[src/rtl/axioma_timer_prescaler.sv]
// Shared Timer0/Timer1 prescaler and clock-select controller with GTCCR (TSM, PSRSYNC).
// One free-running 10-bit prescaler feeds a per-timer tap/external-pin tick lane.

module axioma_timer_prescaler_lane #(
  parameter int SYNC_STAGES = 2
) (
  input  logic       clk,
  input  logic       reset_n,
  input  logic [2:0] cs_i,
  input  logic [9:0] cnt_i,
  input  logic       pin_i,
  input  logic       hold_d_i,
  output logic       tick_o
);
  logic [SYNC_STAGES-1:0] sync_q;
  logic                   edge_q;
  logic                   tick_q, tick_d;
  logic                   sel;
  logic                   rise, fall;

  assign rise = sync_q[SYNC_STAGES-1] & ~edge_q;
  assign fall = ~sync_q[SYNC_STAGES-1] & edge_q;

  always_comb begin
    sel = 1'b0;
    case (cs_i)
      3'b000:  sel = 1'b0;
      3'b001:  sel = 1'b1;
      3'b010:  sel = &cnt_i[2:0];
      3'b011:  sel = &cnt_i[5:0];
      3'b100:  sel = &cnt_i[7:0];
      3'b101:  sel = &cnt_i;
      3'b110:  sel = fall;
      default: sel = rise;
    endcase
    // mask with the upcoming hold so no tick is ever visible while psr_hold is high
    tick_d = sel & ~hold_d_i;
  end

  always_ff @(posedge clk or negedge reset_n) begin
    if (!reset_n) begin
      sync_q <= '0;
      edge_q <= 1'b0;
      tick_q <= 1'b0;
    end else begin
      sync_q <= {sync_q[SYNC_STAGES-2:0], pin_i};
      edge_q <= sync_q[SYNC_STAGES-1];
      tick_q <= tick_d;
    end
  end

  assign tick_o = tick_q;
endmodule

module axioma_timer_prescaler #(
  parameter logic [5:0] GTCCR_ADDR  = 6'h23,
  parameter int         SYNC_STAGES = 2
) (
  input  logic       clk,
  input  logic       reset_n,
  input  logic [5:0] io_addr,
  input  logic [7:0] io_data_in,
  output logic [7:0] io_data_out,
  input  logic       io_read,
  input  logic       io_write,
  input  logic [2:0] cs0,
  input  logic [2:0] cs1,
  input  logic       t0_pin,
  input  logic       t1_pin,
  output logic       tick0,
  output logic       tick1,
  output logic       psr_hold,
  output logic [9:0] debug_prescaler
);
  localparam int NUM_LANES = 2;

  logic       tsm_q, tsm_d;
  logic       psr_q, psr_d;
  logic [9:0] cnt_q, cnt_d;
  logic       gtccr_wr, psr_set, hold_d;
  logic       unused_bits;

  logic [NUM_LANES-1:0][2:0] cs_v;
  logic [NUM_LANES-1:0]      pin_v;
  logic [NUM_LANES-1:0]      tick_v;

  assign gtccr_wr = io_write && (io_addr == GTCCR_ADDR);
  assign psr_set  = gtccr_wr & io_data_in[0];
  assign psr_hold = tsm_q & psr_q;

  always_comb begin
    tsm_d = gtccr_wr ? io_data_in[7] : tsm_q;
    // PSRSYNC only survives the edge when TSM is (still) set; otherwise it self-clears
    psr_d  = (psr_q | psr_set) & tsm_d;
    hold_d = tsm_d & psr_d;
    cnt_d  = (psr_hold | psr_set) ? 10'd0 : cnt_q + 10'd1;
  end

  always_ff @(posedge clk or negedge reset_n) begin
    if (!reset_n) begin
      tsm_q <= 1'b0;
      psr_q <= 1'b0;
      cnt_q <= 10'd0;
    end else begin
      tsm_q <= tsm_d;
      psr_q <= psr_d;
      cnt_q <= cnt_d;
    end
  end

  assign io_data_out = (io_read && (io_addr == GTCCR_ADDR)) ? {tsm_q, 6'b0, psr_q} : 8'h00;
  assign debug_prescaler = cnt_q;
  assign unused_bits = ^io_data_in[6:1];

  assign cs_v  = {cs1, cs0};
  assign pin_v = {t1_pin, t0_pin};

  for (genvar g = 0; g < NUM_LANES; g++) begin : g_lane
    axioma_timer_prescaler_lane #(.SYNC_STAGES(SYNC_STAGES)) u_lane (
      .clk      (clk),
      .reset_n  (reset_n),
      .cs_i     (cs_v[g]),
      .cnt_i    (cnt_q),
      .pin_i    (pin_v[g]),
      .hold_d_i (hold_d),
      .tick_o   (tick_v[g])
    );
  end

  assign tick0 = tick_v[0];
  assign tick1 = tick_v[1];
endmodule

[config.mk]
export PLATFORM = sky130hd
export DESIGN_NAME = axioma_timer_prescaler
export DESIGN_NICKNAME = d
export VERILOG_FILES = /design/src/rtl/axioma_timer_prescaler.sv
export SDC_FILE = /design/constraint.sdc
export NUM_CORES = 1
export LEC_CHECK = 0
export BUFFER_PORTS_ARGS = -buffer_cell sky130_fd_sc_hd__buf_2
export CAP_MARGIN = 20
export CORE_ASPECT_RATIO = 0.6
export CORE_MARGIN = 2
export CORE_UTILIZATION = 43
export CTS_BUF_LIST = sky130_fd_sc_hd__clkbuf_4
export DETAILED_ROUTE_END_ITERATION = 7
export PLACE_DENSITY_LB_ADDON = 0.15
export SLEW_MARGIN = 20
export SYNTH_ARGS = -nofsm -noshare
export SYNTH_HDL_FRONTEND = slang
export SYNTH_SLANG_ARGS = --single-unit
[constraint.sdc]
create_clock -name clk -period 1.45 [get_ports clk]
set_input_delay 0.29 -clock clk [delete_from_list [all_inputs] [get_ports clk]]
set_output_delay 0.29 -clock clk [all_outputs]
set_load 0.01 [all_outputs]
Word-level counts from Yosys, hierarchy flattened
Index checks and enable logic that the tools add are counted.

storage, ports and cells
  register bits after elaboration = 20
  output and inout bits = 21
  word-level logic and storage cells = 53

cells by class
  $add $sub $neg = 1
  eq/ne operators = 13
  multiplexer cells = 5
  bitwise gates (word level) = 17
  reduce and logical (&&, ||, !) cells = 8

operators with widths
  kind                   count
  $eq 3x3->1 const B     6
  $pmux 1 s7             2
  $eq 3x2->1 const B     4
  $add 10x1->10 const B  1
  $and 1x1->1            10
  $mux 10                1
  $reduce_and 10->1      1
  $mux 8                 1
  $reduce_and 8->1       1
  $eq 3x1->1 const B     2
  $eq 6x6->1 const B     1
  $logic_not 3->1        2
  $reduce_and 6->1       1
  $not 1->1              5
  $reduce_and 3->1       1
  $logic_and 1x1->1      2
  $or 1x1->1             2
  $mux 1                 1

Depth between registers and ports, before layout
Gate-level depths: netlist of the first run.

  word-level depth = 8
  mapped depth = 6

Hierarchy
Synthesis of the first run repeated with hierarchy kept, for this count alone.

unflattened totals
  cell total of the unflattened synthesis = 101
  area, all modules = 984.7 um2

modules (own cells, without submodules)
  module                       times used  cells each  area an instance (um2)  seq. area each (um2)
  axioma_timer_prescaler       1           65          629.4                   300.3
  axioma_timer_prescaler_lane  2           18          177.7                   100.1

Least setup slack after synthesis of the first run
Ideal clock, no wire load.

  path type = register -> register
  start = reg cnt_q[0], in the netlist debug_prescaler[0]
  end = reg g_lane[1].u_lane.tick_q
  arrival = 1.370 ns
  required time = 1.318 ns
  path slack = -0.052 ns
  cell stages (with the launch flop) = 7
  path buffers = 0
  clock period less this slack = 1.502 ns
  path through = dfrtp_1 ha_1 ha_1 inv_1 o21ai_0 a221oi_1 nor3_1

on the way
  word-level cells in the longest chain between the ends = 3
  elaborated cells on any way between the ends = 6

RTL lines
  element                                    RTL line  source
  start: declaration                         79        logic [9:0] cnt_q, cnt_d;
  start signal: assignment                   107       cnt_q <= cnt_d;
  $reduce_and 10->1 (tied with other cells)  32        3'b101: sel = &cnt_i;
  $pmux 1 s7 *                               26        case (cs_i)
  $and 1x1->1 *                              37        tick_d = sel & ~hold_d_i;
  via g_lane[1].u_lane.tick_d                17        logic tick_q, tick_d;
  end signal: assignment                     48        tick_q <= tick_d;
  end: declaration                           17

The timed path passes the listed nets; every way through them passes the cells marked *.

Worst setup path in the final report of the first run
  start = in io_addr[2]
  end = out io_data_out[0]

on the way
  word-level cells in the longest chain between the ends = 3

RTL lines
  element             RTL line  source
  start: declaration  61        input logic [5:0] io_addr,
  $eq 6x6->1          111       assign io_data_out = (io_read && (io_addr == GTCCR_ADDR)) ? {tsm_q, 6'b0, psr_q} : 8'h00;
  $logic_and 1x1->1   111
  $mux 8              111
  end: declaration    63        output logic [7:0] io_data_out,

No other way between the ends.

==> results.md, run 1 <==
Status:
- The flow ran to the end, but the final reports show violations.
- The checks that failed: negative setup slack.

Layout:
- The antenna cell count is 0.
- The final layout contains 172 nets.
- The share of cells above drive strength 1 is 0.4196.
- The signed area change from the synthesized netlist to the final layout is 37.97%.
- After filler insertion, the fill cell instance count of the layout stands at 195.
- The cell area after layout is 1378 µm².
- Excluding fillers, the count of instances in the completed layout stands at 173.

Global route:
- The first global-routing pass estimated 3105 µm of wire.
- Across every metal layer, demand over resource in global routing totals 0.1598.
- The number of antenna violations at the first check in global routing is 0.
- Entering global routing, the biggest net connects 21 pins.
- The via count of the first global-routing pass is 740.
- The sum of overflow across all layers after global routing is 0.

Detailed routing:
- The post-detailed-routing wire length is 2063 µm.
- The count of nets left with antenna violations after detail routing is 0.
- The violation count after the first detailed-route iteration is 20.
- The average via count per standard cell is 5.006.
- The total iterations of the first detailed-routing run is 4.
- The detailed router placed 866 vias in this run.
- For this run, design rule violations remaining after detail routing come to 0.
- Dividing the detail-routed wire length by the instance count gives 11.92 µm.

Hold path:
- Counting instances, the worst hold path has a depth of 1.
- The worst min-delay path category is input pin to register.
- The sink of the worst hold path is g_lane[1].u_lane.sync_q[0].
- The worst hold path begins at t1_pin.

Pwr:
- VDD sags by at most 0.7135 mV.
- In this run the static leakage power is 0.6662 nW.
- The total power density per cell area is 1306 nW/µm².
- Of the total power, combinational logic draws 0.316.
- For this design the total switching power over the nets is 0.0005692 W.
- The part of the power in registers is 0.434.
- Of the total power, the clock network draws 0.250.
- The share of total power consumed by net switching is 0.3164.
- Cell internal power was estimated by the tool at 0.001230 W.

CTS:
- After clock tree synthesis, the clock-pin slew on the worst setup and hold paths is 0.11 ns.
- Clock latency on the worst-skew pair, taken at its later pin, is 0.30 ns.
- CTS built an H-tree with a depth of 1.
- The root buffer cell chosen for the clock tree is sky130_fd_sc_hd__clkbuf_4.
- The total clock sinks is 20.
- The CTS tree is built.
- The maximum buffer depth of the clock tree is 2.
- The number of clock buffers added by TritonCTS is 3.

Timing:
- The post-route clock skew is 0.006544 ns.
- The number of failing hold endpoints at the final stage is 0.
- Static timing analysis puts the maximum clock frequency at 0.6403 GHz.
- The final-report max-slew violation count is 0.
- The tightest hold path in the finished design has a slack of 0.08410 ns.
- The number of setup violations in the final report is 2.
- The setup slack of the critical path after layout is -0.1119 ns.
- Setup repair after global routing could not meet its margin everywhere.
- For the final routed database, the setup TNS stands at -0.2211 ns.
- The smallest clock period supported by the final layout is computed as 1.562 ns.
- In the finished design, the share of the clock period the worst path needs comes to 1.077.

Synth:
- The synthesized netlist occupies a cell area of 998.5 µm².
- The average instance in the mapped netlist occupies 10.40 µm².
- Of the post-synthesis cell area, the dominant cell type holds 0.5013.
- The count of yosys warnings during synthesis is 0.
- The post-synthesis cell type count is 29.
- sky130_fd_sc_hd__dfrtp_1 takes more of the synthesized area than any other cell.
- After synthesis the netlist holds a flip-flop and latch count of 20.
- Ranked by total cell area, the synthesized netlist is headed by sky130_fd_sc_hd__dfrtp_1 50%, sky130_fd_sc_hd__buf_4 4.5%, sky130_fd_sc_hd__nor2_1 4.5%, sky130_fd_sc_hd__xor2_1 4.4%, sky130_fd_sc_hd__nand3_1 3.0%.
- The proportion of synthesized chip area in sequential cells is 0.5013.
- Synthesis handed over a netlist of 96 instances.

Critical path:
- STA classifies the critical path endpoint as an output pin.
- The worst register-to-register path begins at debug_prescaler[1].
- The worst setup slack for register-to-register paths is 0.06 ns.
- The type of the setup path with the least slack is input pin to output pin.
- The critical path required time is 1.16 ns.
- STA classifies the critical path startpoint as an input pin.
- The first element of the critical path is io_addr[2].
- The maximum fanout count along the critical path is 2.
- STA puts the critical path data arrival time at 1.27 ns.
- Counting cells, the worst reg-to-reg path comes to 6.
- The endpoint of the worst-slack reg-to-reg timing path is g_lane[0].u_lane.tick_o.

Floorplan:
- The I/O pin total is 47.
- The initial utilization of the core area, before any placement, comes to 0.4581.
- The core region is 2180 µm².
- The area of the die is 2736 µm².
- From left edge to right edge, the die measures 66.21 µm.
- In this run the vertical extent of the chip is 41.33 µm.
- In this run the core area contains 13 standard-cell rows.

Placement:
- Including well taps, the total number of placed cells is 166.
- Once detailed placement completed, the half-perimeter wirelength came to 1552 µm.
- The count of port buffers added during placement is 34.
- The final weighted congestion in routability-driven placement is 0.7724.
- The placed instances occupy a cell area of 1244 µm².

Job:
- The reported max-cap violation count is 0.
==> per-layer routing <==
| metal | wire (µm) | GRT usage | vias to the layer above |
|---|---|---|---|
| met5 | 0 | 0 | - |
| met2 | 945 | 0.2950 | 27 |
| met3 | 110 | 0.05645 | 2 |
| li1 | - | - | 427 |
| met1 | 997 | 0.1875 | 410 |
| met4 | 10 | 0.03571 | 0 |
==> sequential cells by signal (all words and copies together), names as in the netlist <==
signal / cells
psr_q: 1
tsm_q: 1
g_lane.u_lane.sync_q: 4
g_lane.u_lane.tick_o: 2
g_lane.u_lane.edge_q: 2
debug_prescaler: 10
==> power by group through the flow <==
stage	clock network (W)	registers, W	logic [W]
after floorplan	0	0.000859	0.000178
final	0.000449	0.000781	0.000569
after detailed placement	0	0.000780	0.000535
after global placement	0	0.000778	0.000529
after CTS	0.000460	0.000770	0.000551
after global routing	0.000485	0.000799	0.000652
==> Yosys cell counts <==
cell type and number:
sky130_fd_sc_hd__mux2_2 1, sky130_fd_sc_hd__nor2_1 12, sky130_fd_sc_hd__a221oi_1 2, sky130_fd_sc_hd__ha_1 2, sky130_fd_sc_hd__xnor2_1 2, sky130_fd_sc_hd__o211ai_1 2
sky130_fd_sc_hd__and4_1 2, sky130_fd_sc_hd__buf_4 6, sky130_fd_sc_hd__nand2_1 3, sky130_fd_sc_hd__o21ai_2 1, sky130_fd_sc_hd__xor2_1 5, sky130_fd_sc_hd__inv_1 3
sky130_fd_sc_hd__a21o_1 1, sky130_fd_sc_hd__buf_6 1, sky130_fd_sc_hd__nor4_1 2, sky130_fd_sc_hd__o21ai_0 3, sky130_fd_sc_hd__nand3_1 6, sky130_fd_sc_hd__or4b_4 1
sky130_fd_sc_hd__nand3b_1 2, sky130_fd_sc_hd__nor3b_1 2, sky130_fd_sc_hd__nand4_1 2, sky130_fd_sc_hd__conb_1 1, sky130_fd_sc_hd__nor2b_1 2, sky130_fd_sc_hd__nor3_1 5
sky130_fd_sc_hd__and2_1 1, sky130_fd_sc_hd__o31ai_2 1, sky130_fd_sc_hd__nand4b_1 2, sky130_fd_sc_hd__and3_1 3, sky130_fd_sc_hd__dfrtp_1 20
==> cells by family (layout without fill, tap and decap cells) <==
| logic type | count (synthesis) | in the layout | synth area share |
|---|---|---|---|
| compound gates | 10 | 10 | 0.07644 |
| xor+xnor | 7 | 7 | 0.06140 |
| fa+ha+maj | 2 | 2 | 0.02506 |
| buf+inv | 10 | 52 | 0.06766 |
| flops | 20 | 20 | 0.5013 |
| mux | 1 | 1 | 0.01128 |
| other cells | 1 | 6 | 0.003756 |
| simple gates | 45 | 45 | 0.2531 |
==> area by class of cell <==
| cell class | instances | area, µm² | share of cell area |
|---|---|---|---|
| Tap cell | 30 | 37.54 | 0.02725 |
| Timing Repair Buffer | 45 | 284.0 | 0.2062 |
| Clock buffer | 3 | 22.52 | 0.01635 |
| Clock inverter | 1 | 30.03 | 0.02180 |
| Sequential cell | 20 | 500.5 | 0.3633 |
| Multi-Input combinational cell | 71 | 491.7 | 0.3569 |
| Inverter | 3 | 11.26 | 0.008174 |
==> how the worst max path moves through the flow <==
stage,to,slack [ns],depth (start not counted)
detailed placement,g_lane[0].u_lane.tick_o,-0.20,6
global placement,io_data_out[0],-0.17,5
finish,io_data_out[0],-0.11,5
floorplan,tsm_q,-0.003,3
global route,io_data_out[0],-0.15,5
CTS,io_data_out[0],-0.11,5
==> placed cells by master (no fill, tap or decap), types with 3 or more instances in the layout <==
cell,netlist,layout
sky130_fd_sc_hd__conb_1,1,6
sky130_fd_sc_hd__nor3_1,5,4
sky130_fd_sc_hd__nor2_1,12,11
sky130_fd_sc_hd__and3_1,3,3
sky130_fd_sc_hd__buf_2,0,32
sky130_fd_sc_hd__clkbuf_4,0,3
sky130_fd_sc_hd__nand3_1,6,6
sky130_fd_sc_hd__buf_6,1,3
sky130_fd_sc_hd__nand2_1,3,3
sky130_fd_sc_hd__xor2_1,5,5
sky130_fd_sc_hd__buf_4,6,8
sky130_fd_sc_hd__dfrtp_1,20,20
==> critical path, cell delays in order <==
cell                     delay [ns]
sky130_fd_sc_hd__buf_6         0.09
sky130_fd_sc_hd__or4b_4        0.55
sky130_fd_sc_hd__nor2_4        0.09
sky130_fd_sc_hd__and3_1        0.14
sky130_fd_sc_hd__buf_2         0.12
==> stage by stage <==
stage / power, W / setup WS (ns) / utilization
floorplan: 0.001037 / -0.003440 / -
global placement: 0.001307 / -0.1656 / 0.5706
detailed placement: 0.001315 / -0.1992 / 0.5706
CTS: 0.001781 / -0.1095 / 0.6068
global route: 0.001937 / -0.1503 / 0.6320
finish: 0.001799 / -0.1119 / 0.6320
==> repair_timing <==
item | CTS | global route
setup endpoints to repair | 4 | 4
hold endpoints to repair | 20 | 0
resized for setup | 2 | 13
pin swaps | 4 | 5
hold buffers | 1 | 0
buffers inserted | 1 | 1
Note: power is estimated with default switching activity, not from simulation.
==> run 2, diff against run 1 <==
Settings changed: BUFFER_PORTS_ARGS -buffer_cell sky130_fd_sc_hd__buf_2 to unset, CORE_ASPECT_RATIO 0.6 to unset, CORE_UTILIZATION 43 to 58, DONT_BUFFER_PORTS set to 1, SLEW_MARGIN 20 to 25, SYNTH_HIERARCHICAL set to 1.
==> results.md, run 2 <==
Placement:
- The count of port buffers added during placement is 0.
- The post-DP HPWL is 1426 µm.
- Routability-driven placement finished with a final weighted congestion of 0.7463.
- The cell area reported after detailed placement is 1042 µm².

Detailed routing:
- The count of nets left with antenna violations after detail routing is 0.
- For this block, the initial DRC count from the detailed router was 12.
- The total iterations of the first detailed-routing run is 4.
- After detailed routing, the number of remaining DRC violations is 0.
- The final layout contains routed wiring with a total length of 1878 µm.
- After detailed routing, the average wire length per cell comes to 14.34 µm.
- The final route contains 777 vias.
- The average via count per standard cell is 5.931.

Hold path:
- The instance count along the most critical hold path is 1.
- The min-delay analysis places its worst path in the category input pin to register.

CTS:
- Counting the buffers created by CTS gives 3.
- The clock net in this run drives a total of 20 sinks.
- TritonCTS built the clock tree.
- The H-tree depth is 1.
- The cell sitting at the root of the clock tree is a sky130_fd_sc_hd__clkbuf_4.
- In this run the deepest clock path goes through 2 buffers.
- Post-CTS timing repair inserted 0 buffers for setup.
- After clock tree synthesis, the clock-pin slew on the worst setup and hold paths is 0.11 ns.
- At the later pin of the worst-skew pair, clock insertion delay measures 0.31 ns.

Pwr:
- For this design the ratio of total power to cell area is 1376 nW/µm².
- The power spent charging and discharging nets is 0.0005404 W.
- The internal power component is 0.0009724 W.
- The share of total power consumed by net switching is 0.3572.
- The analysis attributes to cell leakage a power of 0.4803 nW.
- The relative contribution of combinational cells to total power is 0.310.
- The largest vdd supply drop is 1.198 mV.
- The part of the total power dissipated in the clock network is 0.175.
- The share of total power dissipated in sequential elements is 0.515.

Synth:
- The average instance area after synthesis is 9.749 µm².
- The fraction of synthesized area in multiplexers is 0.02160.
- The share of async-settable or async-resettable flops after synthesis is 1.000.
- Synthesis inferred 20 register bits.
- The XOR/XNOR share of the synthesized area is 0.02668.
- The proportion of synthesized chip area in sequential cells is 0.5083.
- The most instantiated library cell after synthesis is sky130_fd_sc_hd__dfrtp_1.
- The biggest area contributor in the post-synthesis netlist is sky130_fd_sc_hd__dfrtp_1.
- The count of yosys warnings during synthesis is 6.
- In this run the cell area of the synthesized design comes to 984.7 µm².
- Of the post-synthesis cell area, the dominant cell type holds 0.5083.
- In the post-synthesis netlist, the biggest area contributors are sky130_fd_sc_hd__dfrtp_1 51%, sky130_fd_sc_hd__a21oi_1 4.6%, sky130_fd_sc_hd__buf_4 4.6%, sky130_fd_sc_hd__nand2_1 4.2%, sky130_fd_sc_hd__nand3_1 4.1%.
- The cell count after synthesis is 101.
- The primary flip-flop cell chosen by synthesis mapping is sky130_fd_sc_hd__dfrtp_1.
- The arithmetic-cell share of the synthesized area counting full adders, half adders and majority gates is 0.01271.
- The main combinational cell family by area after synthesis is simple AND/OR/NAND/NOR gates.
- The synthesized design contains 0 enable-type register cells.
- The fraction of the mapped netlist area in simple logic gates is 0.2236.
- The compound-gate portion of the synthesized area is 0.1461.
- Yosys mapped the design onto 30 distinct sky130hd cell types.
- Sorting the synthesized cells by how often they occur yields 20 x sky130_fd_sc_hd__dfrtp_1, 11 x sky130_fd_sc_hd__nand2_1, 9 x sky130_fd_sc_hd__a21oi_1.

Critical path:
- Data on the critical path is required at its endpoint by 1.67 ns.
- Of all nets on the critical path, the largest fanout is 5.
- The critical path endpoint category is a register.
- The arrival time of the worst setup path is 1.59 ns.
- The worst register-to-register path has a depth of 5.
- The type of the setup path with the least slack is register to register.
- The worst register-to-register path has a setup slack of 0.09 ns.
- STA classifies the critical path startpoint as a register.

Global route:
- The number of antenna violations at the first check in global routing is 0.
- The first global-routing pass estimated 2925 µm of wire.
- The via count of the first global-routing pass is 713.
- Entering global routing, the biggest net connects 21 pins.
- For this run the aggregate overflow at the end of global routing stands at 0.
- The aggregate global-route resource usage is 0.2008.

Timing:
- Setup violations remaining at the end of the flow were counted as 0.
- Setup repair after global routing left no endpoint under its margin.
- In the finished design, the share of the clock period the worst path needs comes to 0.9412.
- The final-report max-slew violation count came to 0.
- For the final routed database, the setup TNS stands at 0 ns.
- The actual slew at the worst max-slew pin is 0.8967 ns.
- The number of failing hold endpoints at the final stage is 0.
- The worst path in the final design needs a cycle of 1.365 ns, including I/O delays and setup.
- The post-route clock skew is 0.01015 ns.
- The upper clock frequency limit is 0.7327 GHz.
- The headroom to the max-slew limit is 0.4002.
- The worst hold slack is 0.05999 ns.

Layout:
- Leaving out fill and tap cells, the most frequent cell in the layout is sky130_fd_sc_hd__dfrtp_1.
- The register with the most flip-flops in the layout has 10 of them.
- The number of antenna diodes in the final layout is 0.
- At the end of the flow, the number of nets in the layout was 143.
- Leaving out fill and tap cells, the most frequent cells in the layout are 19 x sky130_fd_sc_hd__dfrtp_1, 11 x sky130_fd_sc_hd__nand2_1, 9 x sky130_fd_sc_hd__a21oi_1, 9 x sky130_fd_sc_hd__buf_4, 8 x sky130_fd_sc_hd__nand3_1.
- From synthesis to final layout, the design area changed by 11.69%.
- The cell area after layout is 1100 µm².
- In the final layout, the share of cells above drive strength 1 is 0.1565.

Job:
- The tool flagged a number of max-cap violations equal to 0.

Floorplan:
- The region available for standard cell placement spans 1541 µm².
- The die is 45.21 µm tall.
- In this run the core area contains 14 standard-cell rows.
- The horizontal extent of the die is 45.21 µm.
- The die covers 2043 µm².
- The effective utilization at floorplan is 0.6388.
- 47 I/O pins were placed.

Status:
- The run finished with clean final reports.
-- run 2: cell types whose count changed after synthesis, moves of 3 or more --
cell	change
sky130_fd_sc_hd__nand2_1	+8
sky130_fd_sc_hd__nor2_1	-7
sky130_fd_sc_hd__a21oi_1	+9
sky130_fd_sc_hd__xor2_1	-3
sky130_fd_sc_hd__a211oi_1	+4
sky130_fd_sc_hd__nor3_1	-3
-- run 2: power groups by stage --
| stage | Combinational [W] | Sequential (W) | Clock, W |
|---|---|---|---|
| after floorplan | 0.000177 | 0.000872 | 0 |
| after global placement | 0.000444 | 0.000778 | 0 |
| after detailed placement | 0.000453 | 0.000789 | 0 |
| after CTS | 0.000468 | 0.000778 | 0.000267 |
| after global routing | 0.000531 | 0.000790 | 0.000285 |
| final | 0.000469 | 0.000779 | 0.000265 |
-- run 2: final cells by class --
type / count / area, µm²
Inverter: 2 / 7.507
Clock buffer: 3 / 22.52
Multi-Input combinational cell: 77 / 446.7
Clock inverter: 1 / 3.754
Fill cell: 122 / 441.7
Timing Repair Buffer: 12 / 97.59
Sequential cell: 20 / 501.7
Tap cell: 16 / 20.02
-- run 2: per-layer routing --
metal / global-route usage / wire length [µm] / share of wire
met1: 0.2390 / 812 / 0.43
met2: 0.3457 / 911 / 0.49
met3: 0.03200 / 115 / 0.061
met4: 0.1059 / 39 / 0.021
met5: 0 / 0 / 0
-- run 2: logic make-up (layout without fill, tap and decap cells) --
group | after synthesis | count (layout)
adders and majority gates | 1 | 1
and+or+nand+nor | 41 | 41
DFF | 20 | 20
muxes | 2 | 2
xor gates and xnor gates | 3 | 3
other | 1 | 6
AOI/OAI and AO/OA | 24 | 24
buffers and inverters | 9 | 18
-- run 2: stage by stage --
step	setup slack (ns)	power, W	util	std cells
after floorplan	0.06902	0.001049	-	106
after global placement	0.1208	0.001223	0.6761	124
after detailed placement	0.06886	0.001242	0.6761	124
after CTS	0.04371	0.001513	0.6997	129
after global routing	0.01114	0.001607	0.7135	131
final	0.08526	0.001513	0.7135	131
-- run 2: critical path: stages (launching register included) --
cell                      delay [ns]
sky130_fd_sc_hd__dfrtp_1        0.43
sky130_fd_sc_hd__ha_1           0.19
sky130_fd_sc_hd__buf_4          0.12
sky130_fd_sc_hd__nand2_1        0.06
sky130_fd_sc_hd__or3_1          0.30
sky130_fd_sc_hd__a21oi_1        0.17
-- run 2: final timing paths --
| check | startpoint | to |
|---|---|---|
| max reg2reg | debug_prescaler[1] | debug_prescaler[6] |
| min | cs1[2] | g_lane[1].u_lane/tick_o |
| max in group asynchronous | reset_n | debug_prescaler[0] |
| min reg2reg | g_lane[0].u_lane/sync_q[0] | g_lane[0].u_lane/sync_q[1] |
| max | debug_prescaler[1] | debug_prescaler[6] |
| min in group asynchronous | reset_n | g_lane[0].u_lane/edge_q |
-- run 2: repair_timing --
action,CTS,global route
endpoints found under the setup margin,0,1
resized for setup,0,1
endpoints found under the hold margin,20,2
hold buffers,1,2
==> run 3, diff against run 2 <==
Settings changed: ABC_AREA set to 1, MAX_ROUTING_LAYER set to met4, REMOVE_ABC_BUFFERS set to 1.
==> results.md, run 3 <==
Global route:
- Summed over all layers, the global routing overflow is 0.
- The largest net degree at the start of global routing is 21.
- The aggregate global-route resource usage is 0.2020.
- The via count of the first global-routing pass is 890.
- The first-pass GRT wire length is 3705 µm.
- The number of antenna violations at the first check in global routing is 0.

Layout:
- The number of antenna diodes in the final layout is 0.
- The most frequent standard cell in the layout excluding fill and tap cells is sky130_fd_sc_hd__nand2_1.
- The layout net count is 202.
- From synthesis to final layout, the design area changed by 6.369%.
- The area of all sequential standard cells is 500.5 µm².
- The number of filler cells placed in the layout is 180.
- In the layout the commonest cells are 47 x sky130_fd_sc_hd__nand2_1, 30 x sky130_fd_sc_hd__inv_1, 22 x sky130_fd_sc_hd__nor2_1, 20 x sky130_fd_sc_hd__dfrtp_1, 10 x sky130_fd_sc_hd__nand3_1.
- The number of flip-flops under the largest register name is 10.
- The area of combinational cells with multiple inputs is 528.0 µm².
- Of the cells placed in the final design, the portion with a size suffix greater than 1 is 0.1214.

Timing:
- Setup repair after global routing left no endpoint under its margin.
- The setup TNS is 0 ns.
- For the final database, setup skew stands at 0.003293 ns.
- The actual slew at the worst max-slew pin is 0.8807 ns.
- The number of failing hold endpoints at the final stage is 0.
- The worst pin sits at a relative slew slack of 0.4109.
- The shortest clock period the worst path allows after layout is 1.246 ns.
- Setup violations remaining at the end of the flow were counted as 0.
- Of the available clock period, the critical path in the final layout requires 0.8596.
- The final-report max-slew violation count is 0.
- Based on the critical path, the design can be clocked at up to 0.8023 GHz.

Synth:
- After synthesis the netlist holds a flip-flop and latch count of 20.
- The number of enable flip-flop cells after synthesis is 0.
- Synthesis produced a netlist whose cell count is 166.
- After synthesis, the share of flip-flops with an asynchronous set or reset is 1.000.
- The cell taking the most area after synthesis is sky130_fd_sc_hd__dfrtp_1.
- For this run, the leading register cell type out of synthesis is sky130_fd_sc_hd__dfrtp_1.
- After synthesis, the mean cell area works out to 7.100 µm².
- The share of synthesized area in the top cell type comes to 0.4246.
- For this run, the register share of the synthesized area comes to 0.4246.
- Ranked by instance count, the synthesized netlist is headed by 47 x sky130_fd_sc_hd__nand2_1, 30 x sky130_fd_sc_hd__inv_1, 22 x sky130_fd_sc_hd__nor2_1.
- By area the synthesized netlist is led by sky130_fd_sc_hd__dfrtp_1 42%, sky130_fd_sc_hd__nand2_1 15%, sky130_fd_sc_hd__inv_1 9.6%, sky130_fd_sc_hd__nor2_1 7.0%, sky130_fd_sc_hd__nand3_1 4.2%.
- The most common cell in the synthesized netlist is sky130_fd_sc_hd__nand2_1.
- Yosys printed 6 warnings.
- Synthesis instantiated 18 different standard cells from the library.
- The cell area after synthesis is 1179 µm².

Critical path:
- The maximum fanout count along the critical path is 5.
- The type of the setup path with the least slack is register to register.
- The critical path goes through buf_4 > nand3_2 > nor2_4 > nand2_1 > nand2_1 > nand2_1 > nor2_2.
- The number of cell instances on the worst register-to-register path is 7.
- The slowest cell on the critical path is sky130_fd_sc_hd__dfrtp_1.
- The worst setup slack for register-to-register paths is 0.20 ns.
- The origin of the critical flop-to-flop path is debug_prescaler[0].
- The family with the most delay on the worst path is simple AND/OR/NAND/NOR gates.
- The arrival time of the worst setup path is 1.48 ns.
- The number of buffers and inverters on the critical path is 1.
- The critical path endpoint category is a register.
- STA classifies the critical path startpoint as a register.
- The dominant cell type by count on the critical path is sky130_fd_sc_hd__nand2_1.
- The endpoint of the worst-slack reg-to-reg timing path is debug_prescaler[7].
- The critical path required time is 1.68 ns.
- The highest cell delay on the worst timing path is 0.46 ns.

Pwr:
- The part of the power in registers is 0.528.
- The total power density per cell area is 1375 nW/µm².
- The share of total power dissipated in the clock network is 0.149.
- The internal power component is 0.001000 W.
- The analysis attributes to cell leakage a power of 0.6730 nW.
- The largest vdd supply drop is 0.9834 mV.
- The design draws 0.001724 W.
- The analysis attributes to net switching a power of 0.0007241 W.
- The share of total power consumed by net switching is 0.4199.
- The relative contribution of combinational cells to total power is 0.323.

Detailed routing:
- The detail route stage leaves a number of antenna-violating nets equal to 0.
- The post-detailed-routing wire length is 2148 µm.
- The residual DRC count is 0.
- The average via count per standard cell is 4.780.
- The first routing iteration left 23 violations.
- The pre-antenna-repair detailed-routing pass consisted of 4 iterations.
- The average wire per standard cell is 10.74 µm.
- The vias after detailed routing is 956.

Job:
- The reported max-cap violation count is 0.

Floorplan:
- The die is 49.08 µm wide.
- For this configuration, the core starts out at a cell density of 0.6070.
- In this run the standard cell core region covers 1942 µm².
- The die covers 2409 µm².
- In this run the core area contains 16 standard-cell rows.
- The y dimension of the die is 49.08 µm.
- Pin placement for this block handled 47 I/O pins.

CTS:
- Clock tree synthesis selected as its root buffer the cell sky130_fd_sc_hd__clkbuf_4.
- The clock passes through at most 2 buffers.
- The clock edge transition at the registers on the reported setup and hold paths is 0.11 ns.
- The CTS buffer count is 3.
- The CTS tree is built.
- The post-CTS setup repair buffer count is 0.
- The clock drives 20 sinks.
- Clock latency on the worst-skew pair, taken at its later pin, is 0.29 ns.
- In this run the number of H-tree levels came out at 1.

Placement:
- Routability-driven placement finished with a final weighted congestion of 0.7519.
- The post-DP HPWL is 1666 µm.
- The count of port buffers added during placement is 0.

Hold path:
- The instance count along the most critical hold path is 2.
- The worst min-delay path category is input pin to register.
- The worst hold path terminates at tsm_q.
- The startpoint of the worst hold path is io_write.

Status:
- The flow ran to the end, and the final reports show no timing, DRC or antenna violations.
-- run 3: logic make-up after synthesis --
group / synth area share
XOR/XNOR: 0.03715
buffers and inverters: 0.1433
AND/OR/NAND/NOR: 0.3641
other: 0.003182
AO/OA/AOI/OAI: 0.01699
adder cells (fa/ha/maj): 0.01061
flip-flops: 0.4246
-- run 3: worst max-delay path by stage --
stage	cells past startpoint	startpoint	slack, ns	end
6_report	7	debug_prescaler[0]	0.20	debug_prescaler[7]
4_1_cts	7	debug_prescaler[0]	0.19	debug_prescaler[7]
5_1_grt	6	debug_prescaler[1]	0.07	debug_prescaler[4]
2_1_floorplan	6	debug_prescaler[0]	0.24	debug_prescaler[6]
3_5_place_dp	5	debug_prescaler[0]	0.22	debug_prescaler[5]
3_3_place_gp	5	debug_prescaler[0]	0.24	debug_prescaler[5]
-- run 3: what timing repair did --
| action | CTS | global route |
|---|---|---|
| hold buffers | 2 | 1 |
| gates resized for setup | 0 | 0 |
| endpoints found under the hold margin | 21 | 1 |
-- run 3: cell type report --
class | count | area share
clock buffers | 3 | 0.01796
multi-input cells | 112 | 0.4212
well taps | 27 | 0.02695
repair buffers | 5 | 0.03593
inverters | 33 | 0.09880
flip-flops and latches | 20 | 0.3992
-- run 3: stage by stage --
stage,instances,instance area (µm²),util,setup WS (ns),hold slack (ns)
6_report,200,1254,0.6456,0.2036,0.1599
5_1_grt,200,1254,0.6456,0.07312,0.1518
4_1_cts,199,1244,0.6405,0.1906,0.005275
3_5_place_dp,194,1201,0.6186,0.2166,-0.005105
3_3_place_gp,194,1201,0.6186,0.2379,-0.005128
2_1_floorplan,165,1152,-,0.2404,-0.005591
-- run 3: worst register-to-register path, cell delays in order (launching register included) --
cell	delay, ns
sky130_fd_sc_hd__dfrtp_1	0.46
sky130_fd_sc_hd__buf_4	0.18
sky130_fd_sc_hd__nand3_2	0.11
sky130_fd_sc_hd__nor2_4	0.17
sky130_fd_sc_hd__nand2_1	0.07
sky130_fd_sc_hd__nand2_1	0.06
sky130_fd_sc_hd__nand2_1	0.05
sky130_fd_sc_hd__nor2_2	0.09
-- run 3: power by group through the flow --
stage	Sequential (W)	Combinational [W]	Clock [W]
2_1_floorplan	0.000879	0.000447	0
3_5_place_dp	0.000922	0.000541	0
6_report	0.000911	0.000557	0.000256
4_1_cts	0.000910	0.000564	0.000269
5_1_grt	0.000933	0.000654	0.000289
3_3_place_gp	0.000912	0.000519	0
-- run 3: layer usage --
metal  wire length (µm)  share of wire  GRT usage  up-vias
met2               1057           0.49     0.3446       28
met5                  0              0          -        -
met3                137          0.064    0.06748        2
met1                943           0.44     0.2364      428
li1                   -              -          -      498
met4                  9         0.0042    0.02857        0
